`src/rtl/flash_cfg_arb_pkg.sv`:
```
// flash_cfg_arb_pkg: FSM states, response codes and the forwarded command record for flash_cfg_arbiter
package flash_cfg_arb_pkg;
  typedef enum logic [1:0] {IDLE, BUSY, RELEASE} state_t;
  localparam logic [1:0] RESP_OK = 2'b00;
  localparam logic [1:0] RESP_ERR = 2'b10;
  localparam logic [31:0] TIMEOUT_RDATA = 32'hFFFF_FFFF;
  typedef struct packed {
    logic [1:0] devsel;
    logic [13:0] addr;
    logic wren;
    logic rden;
    logic [31:0] wdata;
    logic expand_enable;
    logic expand_dir;
  } cmd_t;
endpackage

```
`src/rtl/flash_cfg_arb_timer.sv`:
```
// flash_cfg_arb_timer: counter cleared by load, advanced by en, tc high when count equals TERM (clk, rst, load, en in; tc out)
module flash_cfg_arb_timer #(
  parameter int W = 12,
  parameter int TERM = 4095
) (
  input  logic clk,
  input  logic rst,
  input  logic load,
  input  logic en,
  output logic tc
);
  logic [W-1:0] cnt;
  always_ff @(posedge clk or posedge rst)
    if (rst) cnt <= '0;
    else if (load) cnt <= '0;
    else if (en && !tc) cnt <= cnt + 1'b1;
  assign tc = cnt == W'(TERM);
endmodule

```
`src/rtl/flash_cfg_arbiter.sv`:
```
// flash_cfg_arbiter: round-robin A/B arbiter for the flash config port; ports: clock_tlx/reset, req{a,b}_* requester sides, flsh_* flash side, arb_status/arb_status_clr
module flash_cfg_arbiter
  import flash_cfg_arb_pkg::*;
#(
  parameter int TIMEOUT_CYCLES = 4096,
  parameter int CNT_W = $clog2(TIMEOUT_CYCLES)
) (
  input  logic        clock_tlx,
  input  logic        reset,
  input  logic [1:0]  reqa_devsel,
  input  logic [13:0] reqa_addr,
  input  logic        reqa_wren,
  input  logic        reqa_rden,
  input  logic [31:0] reqa_wdata,
  input  logic        reqa_expand_enable,
  input  logic        reqa_expand_dir,
  output logic [31:0] reqa_rdata,
  output logic        reqa_done,
  output logic [1:0]  reqa_bresp,
  output logic [1:0]  reqa_rresp,
  input  logic [1:0]  reqb_devsel,
  input  logic [13:0] reqb_addr,
  input  logic        reqb_wren,
  input  logic        reqb_rden,
  input  logic [31:0] reqb_wdata,
  input  logic        reqb_expand_enable,
  input  logic        reqb_expand_dir,
  output logic [31:0] reqb_rdata,
  output logic        reqb_done,
  output logic [1:0]  reqb_bresp,
  output logic [1:0]  reqb_rresp,
  output logic [1:0]  flsh_devsel,
  output logic [13:0] flsh_addr,
  output logic        flsh_wren,
  output logic [31:0] flsh_wdata,
  output logic        flsh_rden,
  output logic        flsh_expand_enable,
  output logic        flsh_expand_dir,
  input  logic [31:0] flsh_rdata,
  input  logic        flsh_done,
  input  logic [1:0]  flsh_bresp,
  input  logic [1:0]  flsh_rresp,
  output logic [3:0]  arb_status,
  input  logic        arb_status_clr
);
  state_t state_q, state_d;
  cmd_t cmd_q, cmd_d, cmd_a, cmd_b, sel;
  logic ptr_q, ptr_d, owner_q, owner_d;
  logic sticky_to, sticky_ill, set_to, set_ill;
  logic grant, tc, cpl, pend_a, pend_b, pick_b;
  logic [31:0] cpl_rdata;
  logic [1:0] cpl_bresp, cpl_rresp;
  assign cmd_a = {reqa_devsel, reqa_addr, reqa_wren, reqa_rden, reqa_wdata, reqa_expand_enable, reqa_expand_dir};
  assign cmd_b = {reqb_devsel, reqb_addr, reqb_wren, reqb_rden, reqb_wdata, reqb_expand_enable, reqb_expand_dir};
  assign pend_a = reqa_wren || reqa_rden;
  assign pend_b = reqb_wren || reqb_rden;
  assign pick_b = pend_b && (!pend_a || ptr_q);
  assign sel = pick_b ? cmd_b : cmd_a;
  assign {flsh_devsel, flsh_addr, flsh_wren, flsh_rden, flsh_wdata, flsh_expand_enable, flsh_expand_dir} = cmd_q;
  assign arb_status = {sticky_ill, sticky_to, owner_q, state_q != IDLE};
  flash_cfg_arb_timer #(.W(CNT_W), .TERM(TIMEOUT_CYCLES - 1)) u_timer (
    .clk(clock_tlx),
    .rst(reset),
    .load(grant),
    .en(state_q == BUSY),
    .tc(tc)
  );
  always_comb begin
    state_d = state_q;
    ptr_d = ptr_q;
    owner_d = owner_q;
    cmd_d = cmd_q;
    grant = 1'b0;
    cpl = 1'b0;
    cpl_rdata = '0;
    cpl_bresp = RESP_OK;
    cpl_rresp = RESP_OK;
    set_to = 1'b0;
    set_ill = 1'b0;
    case (state_q)
      IDLE: if (pend_a || pend_b) begin
        grant = 1'b1;
        owner_d = pick_b;
        ptr_d = !pick_b;
        if (sel.wren && sel.rden) begin
          cpl = 1'b1;
          cpl_bresp = RESP_ERR;
          cpl_rresp = RESP_ERR;
          set_ill = 1'b1;
          state_d = RELEASE;
        end else begin
          cmd_d = sel;
          state_d = BUSY;
        end
      end
      BUSY: if (flsh_done || tc) begin
        cpl = 1'b1;
        cpl_rdata = flsh_done ? flsh_rdata : TIMEOUT_RDATA;
        cpl_bresp = flsh_done ? flsh_bresp : RESP_ERR;
        cpl_rresp = flsh_done ? flsh_rresp : RESP_ERR;
        set_to = !flsh_done;
        cmd_d.wren = 1'b0;
        cmd_d.rden = 1'b0;
        state_d = RELEASE;
      end
      default: state_d = IDLE;
    endcase
  end
  always_ff @(posedge clock_tlx or posedge reset)
    if (reset) begin
      state_q <= IDLE;
      ptr_q <= 1'b0;
      owner_q <= 1'b0;
      cmd_q <= '0;
      sticky_to <= 1'b0;
      sticky_ill <= 1'b0;
      reqa_done <= 1'b0;
      reqb_done <= 1'b0;
      reqa_rdata <= '0;
      reqa_bresp <= '0;
      reqa_rresp <= '0;
      reqb_rdata <= '0;
      reqb_bresp <= '0;
      reqb_rresp <= '0;
    end else begin
      state_q <= state_d;
      ptr_q <= ptr_d;
      owner_q <= owner_d;
      cmd_q <= cmd_d;
      sticky_to <= set_to || (sticky_to && !arb_status_clr);
      sticky_ill <= set_ill || (sticky_ill && !arb_status_clr);
      reqa_done <= cpl && !owner_d;
      reqb_done <= cpl && owner_d;
      if (cpl && !owner_d) begin
        reqa_rdata <= cpl_rdata;
        reqa_bresp <= cpl_bresp;
        reqa_rresp <= cpl_rresp;
      end
      if (cpl && owner_d) begin
        reqb_rdata <= cpl_rdata;
        reqb_bresp <= cpl_bresp;
        reqb_rresp <= cpl_rresp;
      end
    end
endmodule

```
`config.mk`:
```
export PLATFORM = sky130hd
export DESIGN_NAME = flash_cfg_arbiter
export DESIGN_NICKNAME = d
export VERILOG_FILES = /design/src/rtl/flash_cfg_arb_pkg.sv /design/src/rtl/flash_cfg_arb_timer.sv /design/src/rtl/flash_cfg_arbiter.sv
export SDC_FILE = /design/constraint.sdc
export NUM_CORES = 1
export LEC_CHECK = 0
export BUFFER_PORTS_ARGS = -buffer_cell sky130_fd_sc_hd__buf_2
export CELL_PAD_IN_SITES_DETAIL_PLACEMENT = 1
export CELL_PAD_IN_SITES_GLOBAL_PLACEMENT = 1
export CORE_AREA = 5 5 137 139
export CTS_CLUSTER_DIAMETER = 150
export DETAILED_ROUTE_END_ITERATION = 8
export DIE_AREA = 0 0 142 144
export PLACE_DENSITY = 0.86
export SLEW_MARGIN = 0
export SYNTH_ARGS = -nofsm -noshare
export SYNTH_HDL_FRONTEND = slang
export SYNTH_SLANG_ARGS = --single-unit
```
`constraint.sdc`:
```
create_clock -name clock_tlx -period 10.79 [get_ports clock_tlx]
set_clock_uncertainty 0.1 [all_clocks]
set_input_delay 0.5395 -clock clock_tlx [delete_from_list [all_inputs] [get_ports clock_tlx]]
set_output_delay 0.5395 -clock clock_tlx [all_outputs]
set_load 0.02 [all_outputs]
```
; ---- Yosys cells after proc, flatten, opt, wreduce, memory -nomap -nowiden
; Cells that the tools add are included.
[classes]
n_addsub = 1
n_eq_ne = 5
mux = 33
n_bitwise = 1
reduce_logical = 28
[op_table]
columns = operator, n
row1 = $mux 32, 3
row2 = $mux 36, 2
row3 = $mux 52, 1
row4 = $mux 12, 2
row5 = $mux 2, 10
row6 = $pmux 2 s2, 4
row7 = $add 12x1->12 const B, 1
row8 = $eq 12x12->1 const B, 1
row9 = $mux 1, 10
row10 = $logic_and 1x1->1, 7
row11 = $logic_or 1x1->1, 7
row12 = $logic_not 1->1, 6
row13 = $ne 2x2->1 const B, 3
row14 = $reduce_bool 2->1, 3
row15 = $reduce_and 2->1, 2
row16 = $reduce_and 4->1, 1
row17 = $reduce_and 3->1, 1
row18 = $eq 2x1->1 const B, 1
row19 = $logic_not 2->1, 1
row20 = $pmux 1 s2, 1
row21 = $not 1->1, 1
[totals]
reg_bits = 144
inputBits = 144
output_inout_bits = 130
elab_cells = 89

; ---- Longest topological paths before layout
; Gate-level depths: netlist (run 1).
[depth]
depth_word = 10
ltp_mapped = 8
depth_no_buf = 6

; ---- Cells and area by module
; From an unflattened synthesis (run 1), not the netlist that was laid out.
[unflattened]
cells_unflattened = 555
hier_area_um2 = 6588.8
[by_module_without_submodules]
columns = mod, n_inst, cells_per_inst, area_per_inst_um2, seq_area_each_um2
row1 = flash_cfg_arbiter, 1, 481, 5878.1, 3303.2
row2 = flash_cfg_arb_timer, 1, 74, 710.7, 300.3

; ---- Worst setup path before layout (run 1)
; No wires, ideal clock.
[synth_path]
kind = input -> register
from = input reqa_rden
to = register reqb_rdata[10]
setup_time_ns = 0.125
arrival_time_ns = 2.110
required_ns = 10.565
setup_slack_ns = 8.455
path_stages = 8
n_path_buf = 3
path_cell_list = nor4_2 nand2b_1 buf_2 o2bb2ai_2 a21boi_1 buf_4 buf_6 mux2_2
[synth_via]
word_cells_on_any_way = 13
cone_classes = mux (6) / reduce/logical (7)
[synth_rtl]
columns = element, line
row1 = from (decl), flash_cfg_arbiter.sv:13  ; input logic reqa_rden,
row2 = $logic_or 1x1->1 (*), flash_cfg_arbiter.sv:55  ; assign pend_a = reqa_wren || reqa_rden;
row3 = $logic_not 1->1, flash_cfg_arbiter.sv:57  ; assign pick_b = pend_b && (!pend_a || ptr_q);
row4 = $logic_or 1x1->1, flash_cfg_arbiter.sv:57
row5 = $logic_and 1x1->1, flash_cfg_arbiter.sv:57
row6 = $mux 1 (*), flash_cfg_arbiter.sv:81  ; IDLE: if (pend_a || pend_b) begin
row7 = $mux 1 (*), flash_cfg_arbiter.sv:80  ; case (state_q)
row8 = via owner_d, flash_cfg_arbiter.sv:48  ; logic ptr_q, ptr_d, owner_q, owner_d;
row9 = $logic_and 1x1->1 (*), flash_cfg_arbiter.sv:139  ; if (cpl && owner_d) begin
row10 = to (signal assigned), flash_cfg_arbiter.sv:140  ; reqb_rdata <= cpl_rdata;
row11 = to (decl), flash_cfg_arbiter.sv:28  ; output logic [31:0] reqb_rdata,
; The timed path passes the listed nets; every way through them passes the cells marked *.
; A chain may end at the register's enable or synchronous reset.

; ---- Worst setup path in the final report (run 1)
[layout_path]
from = register ptr_q
to = register reqa_rdata[3]
[layout_via]
word_cells_on_any_way = 11
cone_classes = mux (6) / reduce/logical (5)
[layout_rtl]
columns = element, line
row1 = from (decl), flash_cfg_arbiter.sv:48
row2 = from (signal assigned), flash_cfg_arbiter.sv:127  ; ptr_q <= ptr_d;
row3 = $logic_or 1x1->1, flash_cfg_arbiter.sv:57
row4 = $logic_and 1x1->1, flash_cfg_arbiter.sv:57
row5 = $mux 1, flash_cfg_arbiter.sv:81
row6 = $mux 1, flash_cfg_arbiter.sv:80
row7 = via owner_d, flash_cfg_arbiter.sv:48
row8 = $logic_not 1->1, flash_cfg_arbiter.sv:134  ; if (cpl && !owner_d) begin
row9 = $logic_and 1x1->1, flash_cfg_arbiter.sv:134
row10 = to (signal assigned), flash_cfg_arbiter.sv:135  ; reqa_rdata <= cpl_rdata;
row11 = to (decl), flash_cfg_arbiter.sv:17  ; output logic [31:0] reqa_rdata,
; The timed path passes the listed nets, and every way through them passes these cells.

==> results.sh, run 1 <==
export IMPL_status="finished, final reports clean"
export IMPL_startpoint_type="flip-flop"
export IMPL_die_x_um=142
export IMPL_worstSkewPairLatency_ps=420
export IMPL_crit_required_ps=10990
export IMPL_synth_seq_cells=144
export IMPL_avgSynthCellArea_um2=11.6
export IMPL_fp_dieH_um=144
export IMPL_ctsLongestPathBuffers=2
export IMPL_port_buffers=273
export IMPL_yosysUniqueCellTypes=48
export IMPL_rr_endpoint="reqa_rdata[3]"
export IMPL_drt_drc_violations_left=0
export IMPL_min_path_type="in2async"
export IMPL_multi_input_area_um2=2810
export IMPL_crit_type="reg2reg"
export IMPL_drv_slew=0
export IMPL_post_cts_resized=0
export IMPL_ir_worst_vdd_mv=0.152
export IMPL_drive_above_1_share_pct=46.6
export IMPL_arrival_ps=3190
export IMPL_final_cells=1075
export IMPL_period_needed_ps=2980
export IMPL_antenna_cells=0
export IMPL_cp_slowest_cell="buf_4"
export IMPL_yosysMostFrequentCell="dfrtp_1"
export IMPL_timing_setup_tns_ps=0
export IMPL_drtAntennaViolNets=0
export IMPL_cts_clk_slew_worst_paths_ps=70
export IMPL_grt_pass1_wl_um=31900
export IMPL_yosysTopAreaCellShare_pct=54.2
export IMPL_powerDensity_nw_per_um2=302
export IMPL_async_flop_share_pct=100
export IMPL_ys_top_cells_by_area="dfrtp_1, mux2i_1, mux2_2, mux2_4, a21oi_1"
export IMPL_fin_ws_ps=7810
export IMPL_slew_headroom_pct=31.1
export IMPL_yosysTopAreaCell="dfrtp_1"
export IMPL_gr_max_usage_layer="met2"
export IMPL_io_pins=274
export IMPL_dpl_cell_count=1043
export IMPL_drt_iter0_drc=192
export IMPL_timing_worst_slew_pin_value_ps=1020
export IMPL_hold_buffers=0
export IMPL_leakage_nw=4.50
export IMPL_dpl_hpwl_um=14500
export IMPL_row_count=49
export IMPL_syn_num_nets=718
export IMPL_reg2reg_slack_ps=7810
export IMPL_period_share_pct=27.6
export IMPL_worst_r2r_cell_count=7
export IMPL_cts_tree="yes"
export IMPL_yosysWarnings=0
export IMPL_fin_area_um2=8740
export IMPL_critPathMaxStageDelay_ps=650
export IMPL_dpl_cell_area_um2=8160
export IMPL_grt_use_met2_pct=35.6
export IMPL_end_kind="flip-flop"
export IMPL_dr_total_vias=5422
export IMPL_fillers=2009
export IMPL_core_area_um2=17500
export IMPL_grt_overflow=0
export IMPL_post_place_ws_ps=7640
export IMPL_grt_max_degree=101
export IMPL_clock_fmax_ghz=0.335
export IMPL_area_delta_synth_final_pct=31.5
export IMPL_p_total_mw=2.64
export IMPL_ctsRootBufferMaster="clkbuf_16"
export IMPL_path_cells="o21bai_1 -> o21ai_4 -> buf_4 -> o2bb2ai_2 -> a21oi_4 -> buf_4 -> mux2_2"
export IMPL_cts_setup_buffers=0
export IMPL_synth_edff_count=0
export IMPL_seq_area_frac_synth_pct=54.2
export IMPL_cts_buffers=17
export IMPL_use_met3_pct=5.56
export IMPL_setup_viol=0
export IMPL_ys_flop_type="dfrtp_1"
export IMPL_worst_path_most_repeated_cell="buf_4"
export IMPL_syn_inst=573
export IMPL_via_per_inst=5.04
export IMPL_grt_setup_unrepaired="no"
export IMPL_gp_congestion=0.777
export IMPL_grt_pass1_vias=5953
export IMPL_routedWlPerCell_um=18.9
export IMPL_start_util_pct=37.9
export IMPL_wl_um=20300
export IMPL_track_usage_pct=19.9
export IMPL_clock_sinks=144
export IMPL_antenna_found_initial=0
export IMPL_die_area_um2=20400
export IMPL_r2r_start="ptr_q"
export IMPL_regArea_um2=3600
export IMPL_fin_nets=978
export IMPL_finalHoldViolations=0
export IMPL_cap_viol_max_count=0
export IMPL_dr_pass1_iters=4
export IMPL_syn_area_um2=6650
export IMPL_h_tree_depth=4
export IMPL_synthTopCellsByCount="dfrtp_1, a21oi_1, nor2_1, mux2i_1"
export IMPL_critPathMaxFanout=52
export IMPL_grtUsageMet1_pct=22.9
## state kept, by name, indices dropped and copies added (netlist names), 2 cells and up
name         count
u_timer.cnt     12
reqb_rdata      32
reqb_rresp       2
reqa_rdata      32
flsh_wdata      32
reqb_bresp       2
state_q          2
flsh_addr       14
flsh_devsel      2
reqa_bresp       2
reqa_rresp       2
## worst max path at each step
stage,start,to,slack [ps],cells past startpoint
after floorplan,reset,flsh_addr[0],6280,1
after global placement,reqa_rden,reqa_rdata[9],7730,8
after detailed placement,reqa_rden,reqa_rdata[6],7640,8
after CTS,ptr_q,reqa_rdata[3],7780,7
after global routing,ptr_q,reqa_rdata[3],7650,7
final,ptr_q,reqa_rdata[3],7810,7
## area by class of cell
class | count | area share, %
Sequential cell | 144 | 41.2
Multi-Input combinational cell | 381 | 32.1
Timing Repair Buffer | 281 | 16.3
Clock buffer | 18 | 5.02
Tap cell | 229 | 3.28
Clock inverter | 14 | 1.65
Inverter | 8 | 0.401
## metrics by stage
stage | hold slack (ps) | utilization [%]
detailed placement | 366 | 46.5
floorplan | 351 | -
global placement | 355 | 46.5
global route | 238 | 49.9
finish | 170 | 49.9
CTS | 194 | 49.9
## layout by cell type (no fill, tap or decap), drive strengths merged, types with 2 or more instances in the layout
cell type	netlist	routed
inv	8	15
clkinv	0	3
nand2b	2	2
nor3	6	6
mux2	74	74
nand3	5	5
clkbuf	27	18
clkinvlp	0	3
a21o	2	2
buf	13	281
and2	2	2
nor4	3	3
a311o	2	2
a2111oi	3	3
a2bb2oi	2	2
nand2	41	41
xnor2	8	8
nor2b	2	2
nor2	67	67
mux2i	51	51
a21oi	86	86
o21ai	5	5
dfrtp	144	144
o21bai	2	2
and3	2	2
or3	2	2
## logic make-up after synthesis
family	after synthesis	share of synthesized area, %
xor gates and xnor gates	9	1.19
adders and majority gates	1	0.188
buffers and inverters	48	4.04
AOI/OAI and AO/OA	110	9.74
DFF	144	54.2
muxes	125	21.8
and+or+nand+nor	136	8.82
## report_power, final
| part | switching (mW) | total, mW | internal, mW |
|---|---|---|---|
| clock | 0.255 | 0.586 | 0.331 |
| sequential | 0.123 | 0.871 | 0.748 |
| combinational | 0.731 | 1.18 | 0.448 |
## critical path: cells and delay by family, from the launching register on
family	cells	cell delay, ps
AO/OA/AOI/OAI	4	670
buffers and inverters	2	1210
flip-flops	1	450
multiplexers	1	400
## metal layers
| layer | part of all wire, % | up-vias | wire (um) |
|---|---|---|---|
| li1 | - | 2508 | - |
| met1 | 39 | 2699 | 7840 |
| met2 | 53 | 185 | 10800 |
| met3 | 6.1 | 30 | 1250 |
| met4 | 2.2 | 0 | 442 |
| met5 | 0 | - | 0 |
No activity file was read; power rests on OpenSTA's default activity.
==> inputs of run 2 (changes only) <==
--- a/config.mk
+++ b/config.mk
@@ -5,14 +5,15 @@
 export SDC_FILE = /design/constraint.sdc
 export NUM_CORES = 1
 export LEC_CHECK = 0
+export ABC_AREA = 1
 export BUFFER_PORTS_ARGS = -buffer_cell sky130_fd_sc_hd__buf_2
 export CELL_PAD_IN_SITES_DETAIL_PLACEMENT = 1
 export CELL_PAD_IN_SITES_GLOBAL_PLACEMENT = 1
-export CORE_AREA = 5 5 137 139
+export CORE_AREA = 5 5 145 147
 export CTS_CLUSTER_DIAMETER = 150
 export DETAILED_ROUTE_END_ITERATION = 8
-export DIE_AREA = 0 0 142 144
-export PLACE_DENSITY = 0.86
+export DIE_AREA = 0 0 150 152
+export PLACE_DENSITY = 0.82
 export SLEW_MARGIN = 0
 export SYNTH_ARGS = -nofsm -noshare
 export SYNTH_HDL_FRONTEND = slang
==> constraint.sdc (replaced) <==
create_clock -name clock_tlx -period 2.75 [get_ports clock_tlx]
set_clock_uncertainty 0.1 [all_clocks]
set_input_delay 0.1375 -clock clock_tlx [delete_from_list [all_inputs] [get_ports clock_tlx]]
set_output_delay 0.1375 -clock clock_tlx [all_outputs]
set_load 0.02 [all_outputs]
==> results.sh, run 2 <==
export IMPL_drive_above_1_share_pct=29.4
export IMPL_io_pins=274
export IMPL_yosysMostFrequentCell="nand2_1"
export IMPL_core_area_um2=19800
export IMPL_cp_buffers_inverters=5
export IMPL_path_cells="dlygate4sd3_1 -> buf_2 -> inv_1 -> nand2_1 -> nand2_4 -> buf_6 -> mux2i_1 -> dlygate4sd3_1 -> o21ai_1"
export IMPL_fin_nets=1277
export IMPL_min_path_type="in2reg"
export IMPL_critPathMaxStageDelay_ps=600
export IMPL_grt_overflow=0
export IMPL_die_x_um=150
export IMPL_ctsLongestPathBuffers=2
export IMPL_startpoint_type="input pin"
export IMPL_synthTopCellsByCount="nand2_1, dfrtp_1, nand3_1, nor2_1, o21ai_1"
export IMPL_crit_required_ps=2930
export IMPL_grt_max_degree=59
export IMPL_syn_inst=773
export IMPL_worst_path_most_repeated_cell="dlygate4sd3_1"
export IMPL_final_common_cell="buf_2"
export IMPL_met2_length_um=13800
export IMPL_critPathMaxFanout=50
export IMPL_period_needed_ps=2580
export IMPL_regArea_um2=3600
export IMPL_crit_type="in2reg"
export IMPL_synth_edff_count=0
export IMPL_setup_viol=0
export IMPL_gp_congestion=0.841
export IMPL_crit_family="buffers and inverters"
export IMPL_h_tree_depth=4
export IMPL_yosysWarnings=0
export IMPL_yosysTopAreaCell="dfrtp_1"
export IMPL_cap_viol_max_count=0
export IMPL_ir_worst_vdd_mv=0.513
export IMPL_clock_sinks=144
export IMPL_via_per_inst=4.89
export IMPL_avgSynthCellArea_um2=8.68
export IMPL_r2r_start="ptr_q"
export IMPL_grt_pass1_vias=7712
export IMPL_routedWlPerCell_um=19.6
export IMPL_row_count=52
export IMPL_worstSkewPairLatency_ps=410
export IMPL_wl_um=27800
export IMPL_antenna_found_initial=3
export IMPL_cts_tree="yes"
export IMPL_routed_wl_met3_um=2100
export IMPL_setup_worst_path_start="reqb_wren"
export IMPL_post_place_ws_ps=420
export IMPL_multi_input_area_um2=2700
export IMPL_die_area_um2=22800
export IMPL_cts_clk_slew_worst_paths_ps=70
export IMPL_drt_drc_violations_left=0
export IMPL_dr_pass1_iters=4
export IMPL_fillers=2396
export IMPL_clock_fmax_ghz=0.387
export IMPL_slew_headroom_pct=54.0
export IMPL_timing_worst_slew_pin_value_ps=689
export IMPL_dr_total_vias=6928
export IMPL_layout_common_cells="buf_2, nand2_1, dfrtp_1, dlygate4sd3_1, nand3_1"
export IMPL_ys_flop_type="dfrtp_1"
export IMPL_synth_seq_cells=144
export IMPL_fp_dieH_um=152
export IMPL_grt_pass1_wl_um=43800
export IMPL_leakage_nw=5.44
export IMPL_grt_setup_unrepaired="no"
export IMPL_drt_iter0_drc=274
export IMPL_cts_buffers=17
export IMPL_routed_top_layer="met4"
export IMPL_seq_area_frac_synth_pct=53.7
export IMPL_track_usage_pct=24.7
export IMPL_area_delta_synth_final_pct=47.8
export IMPL_period_share_pct=93.9
export IMPL_yosysTopAreaCellShare_pct=53.7
export IMPL_port_buffers=273
export IMPL_ys_top_cells_by_area="dfrtp_1, nand2_1, mux2i_1, nand3_1, o21ai_1"
export IMPL_routedLengthMet1_um=11100
export IMPL_yosysUniqueCellTypes=26
export IMPL_syn_area_um2=6710
export IMPL_drtAntennaViolNets=0
export IMPL_start_util_pct=33.9
export IMPL_timing_setup_tns_ps=0
export IMPL_min_from="flsh_rresp[0]"
export IMPL_cp_slowest_cell="dlygate4sd3_1"
export IMPL_syn_num_nets=918
export IMPL_async_flop_share_pct=100
export IMPL_ctsRootBufferMaster="clkbuf_16"
export IMPL_finish_utilization_pct=50.1
export IMPL_fin_ws_ps=167
export IMPL_dpl_hpwl_um=16700
export IMPL_arrival_ps=2770
export IMPL_finalHoldViolations=0
export IMPL_p_total_mw=11.3
export IMPL_end_kind="flip-flop"
export IMPL_status="finished, final reports clean"
export IMPL_powerDensity_nw_per_um2=1140
export IMPL_drv_slew=0
## run 2: area by class of cell
class,count,share of cell area [%]
Timing Repair Buffer,389,25.8
Clock inverter,11,1.33
Sequential cell,144,36.3
Antenna cell,4,0.101
Tap cell,270,3.41
Clock buffer,20,4.61
Multi-Input combinational cell,550,27.3
Inverter,30,1.17
## run 2: what timing repair did
item | 4_1_cts | 5_1_grt
hold buffers | 105 | 0
endpoints found under the setup margin | 0 | 2
resized for setup | 0 | 1
hold endpoints to repair | 82 | 0
setup buffers | 0 | 0
## run 2: cells by family (layout without fill, tap and decap cells)
logic type	Yosys count	in the layout	synth area share, %
AND/OR/NAND/NOR	425	425	26.6
multiplexers	50	50	7.46
other	0	4	0
buffers and inverters	79	450	6.10
AO/OA/AOI/OAI	73	73	5.78
flip-flops	144	144	53.7
XOR/XNOR	1	1	0.131
adder cells (fa/ha/maj)	1	1	0.186
## run 2: where the power goes
group / total [mW] / internal (mW) / switching, mW
Combinational: 5.45 / 1.70 / 3.75
Sequential: 3.49 / 2.95 / 0.545
Clock: 2.33 / 1.39 / 0.942
## run 2: final timing paths
path,endpoint,slack [ps],cells past startpoint
setup / recovery,flsh_wdata[23],170,9
hold / removal,reqa_rresp[0],10,5
setup reg to reg,flsh_wdata[23],220,7
hold reg to reg,reqa_rdata[22],360,2
max in group asynchronous,reqa_rdata[18],1490,4
min in group asynchronous,reqb_rdata[4],290,3
## run 2: per-layer routing
layer | up-vias | track usage, %
met5 | - | 0
met4 | 0 | 9.28
met3 | 59 | 7.33
met2 | 273 | 41.7
met1 | 3352 | 29.7
li1 | 3244 | -
## run 2: through the flow
step / area (um2) / cells / hold WS, ps
2_1_floorplan: 6710 / 773 / 118
3_3_place_gp: 8260 / 1278 / 185
3_5_place_dp: 8260 / 1278 / 196
4_1_cts: 9900 / 1414 / 0.813
5_1_grt: 9910 / 1416 / 34.6
6_report: 9910 / 1418 / 13.3
## run 2: worst min-delay path: stages
cell and delay, ps:
buf_2 100, nand2_1 60, nor2_1 60, nand3_1 80, nand2_1 50
